**src/rtl/led_step_sequencer_if.sv**
```systemverilog
// Pattern-sequencer bus: tick/enable/mode in, registered LED pattern and step/wrap pulses out.
interface led_step_sequencer_if #(
    parameter int unsigned WIDTH = 8
);
    logic             tick_in;
    logic             enable;
    logic [1:0]       mode;
    logic [WIDTH-1:0] leds;
    logic             step;
    logic             wrap;

    modport master (output tick_in, enable, mode, input leds, step, wrap);
    modport slave  (input tick_in, enable, mode, output leds, step, wrap);
endinterface

```
**src/rtl/led_step_sequencer.sv**
```systemverilog
// LED step sequencer: advances a selectable pattern on each rising edge of a slow tick.
// Optional TICK_SYNC_EN adds a 2-flop synchronizer in front of the tick edge detector.
module led_step_sequencer #(
    parameter int unsigned WIDTH = 8
) (
    input  logic                 i_clk,
    input  logic                 i_rst,
    led_step_sequencer_if.slave  io_bus
);

    typedef enum logic [1:0] {S_IDLE, S_LOAD, S_RUN} state_t;

    state_t           r_state, w_state_nxt;
    logic [WIDTH-1:0] r_leds, w_leds_nxt;
    logic             r_step, w_step_nxt;
    logic             r_wrap, w_wrap_nxt;
    logic             r_dir_up, w_dir_nxt;
    logic [1:0]       r_cur_mode, w_mode_nxt;
    logic             r_tick_prev;
    logic             w_tick_s;
    logic             w_tick_rise;
    logic             w_load;
    logic [WIDTH-1:0] w_init;
    logic [WIDTH-1:0] w_adv;
    logic             w_adv_wrap;
    logic             w_adv_dir;

`ifdef TICK_SYNC_EN
    logic [1:0] r_sync;

    always_ff @(posedge i_clk or posedge i_rst) begin
        if (i_rst) r_sync <= 2'b00;
        else       r_sync <= {r_sync[0], io_bus.tick_in};
    end

    assign w_tick_s = r_sync[1];
`else
    assign w_tick_s = io_bus.tick_in;
`endif

    assign w_tick_rise = w_tick_s & ~r_tick_prev;

    // Initial pattern for the mode being latched on entry to LOAD.
    always_comb begin
        w_init = WIDTH'(1);
        case (io_bus.mode)
            2'd0:    w_init = '0;
            2'd3:    w_init = '1;
            default: w_init = WIDTH'(1);
        endcase
    end

    // One pattern advance plus its wrap condition and updated bounce direction.
    always_comb begin
        w_adv      = r_leds;
        w_adv_wrap = 1'b0;
        w_adv_dir  = r_dir_up;
        case (r_cur_mode)
            2'd0: begin
                w_adv      = r_leds + WIDTH'(1);
                w_adv_wrap = &r_leds;
            end
            2'd1: begin
                w_adv      = {r_leds[WIDTH-2:0], r_leds[WIDTH-1]};
                w_adv_wrap = r_leds[WIDTH-1];
            end
            2'd2: begin
                if (r_dir_up) begin
                    w_adv     = r_leds << 1;
                    w_adv_dir = ~r_leds[WIDTH-2];
                end else begin
                    w_adv      = r_leds >> 1;
                    w_adv_dir  = r_leds[1];
                    w_adv_wrap = r_leds[1];
                end
            end
            default: begin
                w_adv      = ~r_leds;
                w_adv_wrap = ~|r_leds;
            end
        endcase
    end

    // Next state; RUN priority is disable, then mode change, then tick.
    always_comb begin
        w_state_nxt = r_state;
        w_leds_nxt  = r_leds;
        w_step_nxt  = 1'b0;
        w_wrap_nxt  = 1'b0;
        w_dir_nxt   = r_dir_up;
        w_mode_nxt  = r_cur_mode;
        w_load      = 1'b0;
        case (r_state)
            S_IDLE: begin
                w_leds_nxt = '0;
                if (io_bus.enable) w_load = 1'b1;
            end
            S_LOAD: w_state_nxt = S_RUN;
            S_RUN: begin
                if (!io_bus.enable) begin
                    w_state_nxt = S_IDLE;
                    w_leds_nxt  = '0;
                end else if (io_bus.mode != r_cur_mode) begin
                    w_load = 1'b1;
                end else if (w_tick_rise) begin
                    w_leds_nxt = w_adv;
                    w_dir_nxt  = w_adv_dir;
                    w_step_nxt = 1'b1;
                    w_wrap_nxt = w_adv_wrap;
                end
            end
            default: w_state_nxt = S_IDLE;
        endcase
        if (w_load) begin
            w_state_nxt = S_LOAD;
            w_leds_nxt  = w_init;
            w_dir_nxt   = 1'b1;
            w_mode_nxt  = io_bus.mode;
        end
    end

    always_ff @(posedge i_clk or posedge i_rst) begin
        if (i_rst) begin
            r_state     <= S_IDLE;
            r_leds      <= '0;
            r_step      <= 1'b0;
            r_wrap      <= 1'b0;
            r_dir_up    <= 1'b0;
            r_cur_mode  <= 2'd0;
            r_tick_prev <= 1'b0;
        end else begin
            r_state     <= w_state_nxt;
            r_leds      <= w_leds_nxt;
            r_step      <= w_step_nxt;
            r_wrap      <= w_wrap_nxt;
            r_dir_up    <= w_dir_nxt;
            r_cur_mode  <= w_mode_nxt;
            r_tick_prev <= w_tick_s;
        end
    end

    assign io_bus.leds = r_leds;
    assign io_bus.step = r_step;
    assign io_bus.wrap = r_wrap;

endmodule
```
**src/flat_wrapper.sv**
```systemverilog
// flat-port wrapper written by rule: the top's interface ports become plain ports
module led_step_sequencer_flat 
#(
    parameter int unsigned WIDTH = 8
)
  (i_clk, i_rst, io_bus_tick_in, io_bus_enable, io_bus_mode, io_bus_leds, io_bus_step, io_bus_wrap);
  led_step_sequencer_if #(.WIDTH(WIDTH)) io_bus_i ();
  input  logic i_clk;
  input  logic i_rst;
  input wire logic [$bits(io_bus_i.tick_in)-1:0] io_bus_tick_in;
  input wire logic [$bits(io_bus_i.enable)-1:0] io_bus_enable;
  input wire logic [$bits(io_bus_i.mode)-1:0] io_bus_mode;
  output wire logic [$bits(io_bus_i.leds)-1:0] io_bus_leds;
  output wire logic [$bits(io_bus_i.step)-1:0] io_bus_step;
  output wire logic [$bits(io_bus_i.wrap)-1:0] io_bus_wrap;
  assign io_bus_i.tick_in = io_bus_tick_in;
  assign io_bus_i.enable = io_bus_enable;
  assign io_bus_i.mode = io_bus_mode;
  assign io_bus_leds = io_bus_i.leds;
  assign io_bus_step = io_bus_i.step;
  assign io_bus_wrap = io_bus_i.wrap;
  led_step_sequencer #(.WIDTH(WIDTH)) u_core (.i_clk(i_clk), .i_rst(i_rst), .io_bus(io_bus_i));
endmodule
```
**config.mk**
```make
export PLATFORM = sky130hd
export DESIGN_NAME = led_step_sequencer_flat
export DESIGN_NICKNAME = d
export VERILOG_FILES = /design/src/rtl/led_step_sequencer_if.sv /design/src/rtl/led_step_sequencer.sv /design/src/flat_wrapper.sv
export SDC_FILE = /design/constraint.sdc
export NUM_CORES = 1
export LEC_CHECK = 0
export BUFFER_PORTS_ARGS = -buffer_cell sky130_fd_sc_hd__buf_2
export CAP_MARGIN = 20
export CORE_AREA = 3 3 68 70
export DETAILED_ROUTE_END_ITERATION = 12
export DIE_AREA = 0 0 71 73
export PLACE_DENSITY_LB_ADDON = 0.1
export SLEW_MARGIN = 20
export SYNTH_ARGS = -nofsm -noshare
export SYNTH_HDL_FRONTEND = slang
export SYNTH_SLANG_ARGS = --single-unit
```
**constraint.sdc**
```tcl
create_clock -name i_clk -period 2.05 [get_ports i_clk]
set_clock_uncertainty 0.05 [all_clocks]
set_input_delay 0.3075 -clock i_clk [delete_from_list [all_inputs] [get_ports i_clk]]
set_output_delay 0.3075 -clock i_clk [all_outputs]
set_load 0.05 [all_outputs]
```
==> impl_metrics.env <==
export IMPL_status="complete, no violations"
export IMPL_clockPowerShare_pct=18.9
export IMPL_sw_frac_of_total_pct=45.5
export IMPL_placed_cells=197
export IMPL_crit_required_ps=2190
export IMPL_synth_seq_cells=16
export IMPL_cp_cell_sequence="buf_4 -> or2_2 -> o221ai_1 -> a22oi_1 -> a211oi_1 -> o22a_1"
export IMPL_path_buf_inv=1
export IMPL_clockBufferDepth=2
export IMPL_grt_max_degree=21
export IMPL_die_y_um=73
export IMPL_synthArstFlopShare_pct=100
export IMPL_place_gp_congestion=0.813
export IMPL_layout_common_cells="dfrtp_1 (16), buf_2 (15), nor2_1 (9)"
export IMPL_crit_family="compound AO/OA/AOI/OAI gates"
export IMPL_antenna_found_initial=0
export IMPL_vias_per_cell=5.44
export IMPL_tns_ps=0
export IMPL_maxCapViolCount=0
export IMPL_fin_crit_sh_pct=85.0
export IMPL_ir_worst_vdd_uv=404
export IMPL_cts_sinks=16
export IMPL_path_max_fanout=10
export IMPL_tightestPinTransition_ps=687
export IMPL_grt_pass1_vias=978
export IMPL_fill_cells=439
export IMPL_overflow=0
export IMPL_sequentialPowerShare_pct=36.4
export IMPL_syn_inst=140
export IMPL_pwr_share_comb_pct=44.8
export IMPL_p_int_mw=0.686
export IMPL_antenna_cells=0
export IMPL_p_leak_nw=0.593
export IMPL_whs_ps=106
export IMPL_cts_setup_buffers=0
export IMPL_syn_avg_cell_area_um2=8.54
export IMPL_rows=23
export IMPL_holdBufCountCts=0
export IMPL_ys_seq_area_share_pct=33.5
export IMPL_power_mw=1.26
export IMPL_cts_root_buf="clkbuf_8"
export IMPL_placed_area_mm2=0.00130
export IMPL_cp_end_kind="flop"
export IMPL_post_dp_hpwl_um=2300
export IMPL_core_area_mm2=0.00403
export IMPL_syn_nets=148
export IMPL_drt_pass1_iterations=4
export IMPL_cts_clk_slew_worst_paths_ps=60
export IMPL_final_max_slew_viol_count=0
export IMPL_fmax_mhz=574
export IMPL_numCtsBuffers=3
export IMPL_grt_use_total_pct=12.6
export IMPL_final_nets=160
export IMPL_arrival_ps=1880
export IMPL_grt_pass1_wl_um=5210
export IMPL_synthFlopType="dfrtp_1"
export IMPL_start_util_pct=29.7
export IMPL_p_sw_mw=0.572
export IMPL_grt_setup_unrepaired="false"
export IMPL_ios=16
export IMPL_syn_area_mm2=0.00120
export IMPL_wl_per_cell_um=16.1
export IMPL_final_common_cell="dfrtp_1"
export IMPL_yosysWarningCount=0
export IMPL_die_x_um=71
export IMPL_finalWorstSetupSlack_ps=307
export IMPL_slew_headroom_pct=54.2
export IMPL_insertion_delay_ps=240
export IMPL_period_needed_ps=1740
export IMPL_final_area_mm2=0.00134
export IMPL_drive_above_1_share_pct=21.3
export IMPL_fp_dieArea_mm2=0.00518
export IMPL_fin_cells=200
export IMPL_totalWireLength_um=3220
export IMPL_synth_edf_count=0
export IMPL_drc=0
export IMPL_drt_iter0_markers=66
export IMPL_power_density_mw_per_mm2=940
export IMPL_final_hold_violation_count=0
export IMPL_dpl_worst_slack_ps=283
export IMPL_synth_cell_types=47
export IMPL_slowest_delay_ps=410
export IMPL_h_tree_depth=1
export IMPL_synthToLayoutAreaGrowth_pct=11.8
export IMPL_io_buffers=15
export IMPL_cts_resized=0
export IMPL_setup_viol=0
export IMPL_final_core_util_pct=33.2
export IMPL_antenna_left=0
export IMPL_cts_tree="yes"
export IMPL_vias=1088
export IMPL_hp_class="in2async"
export IMPL_worstSetupStartpointType="flop"
export IMPL_slowest_stage="dfrtp_1"
export IMPL_crit_type="reg2reg"
==> synth_stat cells (all sizes together) (2+ instances only) <==
cell type,n,share of area (%)
a211oi,4,2.5
a21o,2,1.3
a21oi,9,4.1
a31oi,3,1.6
and2,3,1.6
buf,13,6.5
dfrtp,16,33
ha,2,2.1
inv,8,2.5
mux2,2,1.9
mux2i,4,3.3
nand2,8,2.5
nand3,7,2.9
nand4,3,2.1
nor2,10,3.3
nor2b,3,1.6
nor3,5,2.1
o21ai,6,2.5
o22a,5,3.7
o22ai,3,1.6
or2,2,1.0
xnor2,2,2.1
xor2,2,1.5
==> power by group through the flow <==
| stage | Sequential, mW | Combinational (mW) | Clock, mW |
|---|---|---|---|
| 3_3_place_gp | 0.460 | 0.572 | 0 |
| 3_5_place_dp | 0.461 | 0.562 | 0 |
| 4_1_cts | 0.456 | 0.566 | 0.250 |
| 2_1_floorplan | 0.524 | 0.371 | 0 |
| 5_1_grt | 0.466 | 0.610 | 0.266 |
| 6_report | 0.457 | 0.563 | 0.237 |
==> cell type report <==
class                   instances  area (µm²)  share of cell area (%)
inverters                       8        30.0                    2.25
well taps                      50        62.6                    4.68
clock buffers                   3        41.3                    3.09
repair buffers                 21         120                    8.98
multi-input cells             102         683                    51.1
flip-flops and latches         16         400                    29.9
==> flip-flops by register name (all words and copies together) (netlist names) <==
register            flops
u_core.io_bus.step      1
u_core.r_dir_up         1
u_core.io_bus.wrap      1
u_core.r_state          2
u_core.r_cur_mode       2
u_core.io_bus.leds      8
u_core.r_tick_prev      1
==> worst paths after layout <==
check | cells past startpoint | end | from | slack, ps
hold / removal | 2 | u_core.io_bus.leds[3] | i_rst | 110
max in group asynchronous | 2 | u_core.r_cur_mode[1] | i_rst | 1410
hold reg to reg | 2 | u_core.r_state[1] | u_core.r_state[0] | 510
min in group i_clk | 1 | u_core.r_tick_prev | io_bus_tick_in | 130
setup reg to reg | 6 | u_core.io_bus.leds[5] | u_core.r_cur_mode[0] | 310
setup / recovery | 6 | u_core.io_bus.leds[5] | u_core.r_cur_mode[0] | 310
==> routing by layer <==
| metal | share of wire (%) | routed length (µm) | global-route usage (%) |
|---|---|---|---|
| met2 | 47 | 1500 | 20.0 |
| met5 | 0 | 0 | 0 |
| met4 | 0.40 | 13 | 2.51 |
| met1 | 48 | 1550 | 18.4 |
| met3 | 4.9 | 157 | 1.65 |
==> cells by family (layout without fill, tap and decap cells) <==
group | Yosys count | after routing | share of synthesized area (%)
DFF | 16 | 16 | 33.5
and+or+nand+nor | 47 | 47 | 20.7
buffers and inverters | 22 | 32 | 9.41
adders and majority gates | 2 | 2 | 2.09
AOI/OAI and AO/OA | 43 | 43 | 25.5
xor gates and xnor gates | 4 | 4 | 3.56
muxes | 6 | 6 | 5.23
(Power assumes the default switching activity.)
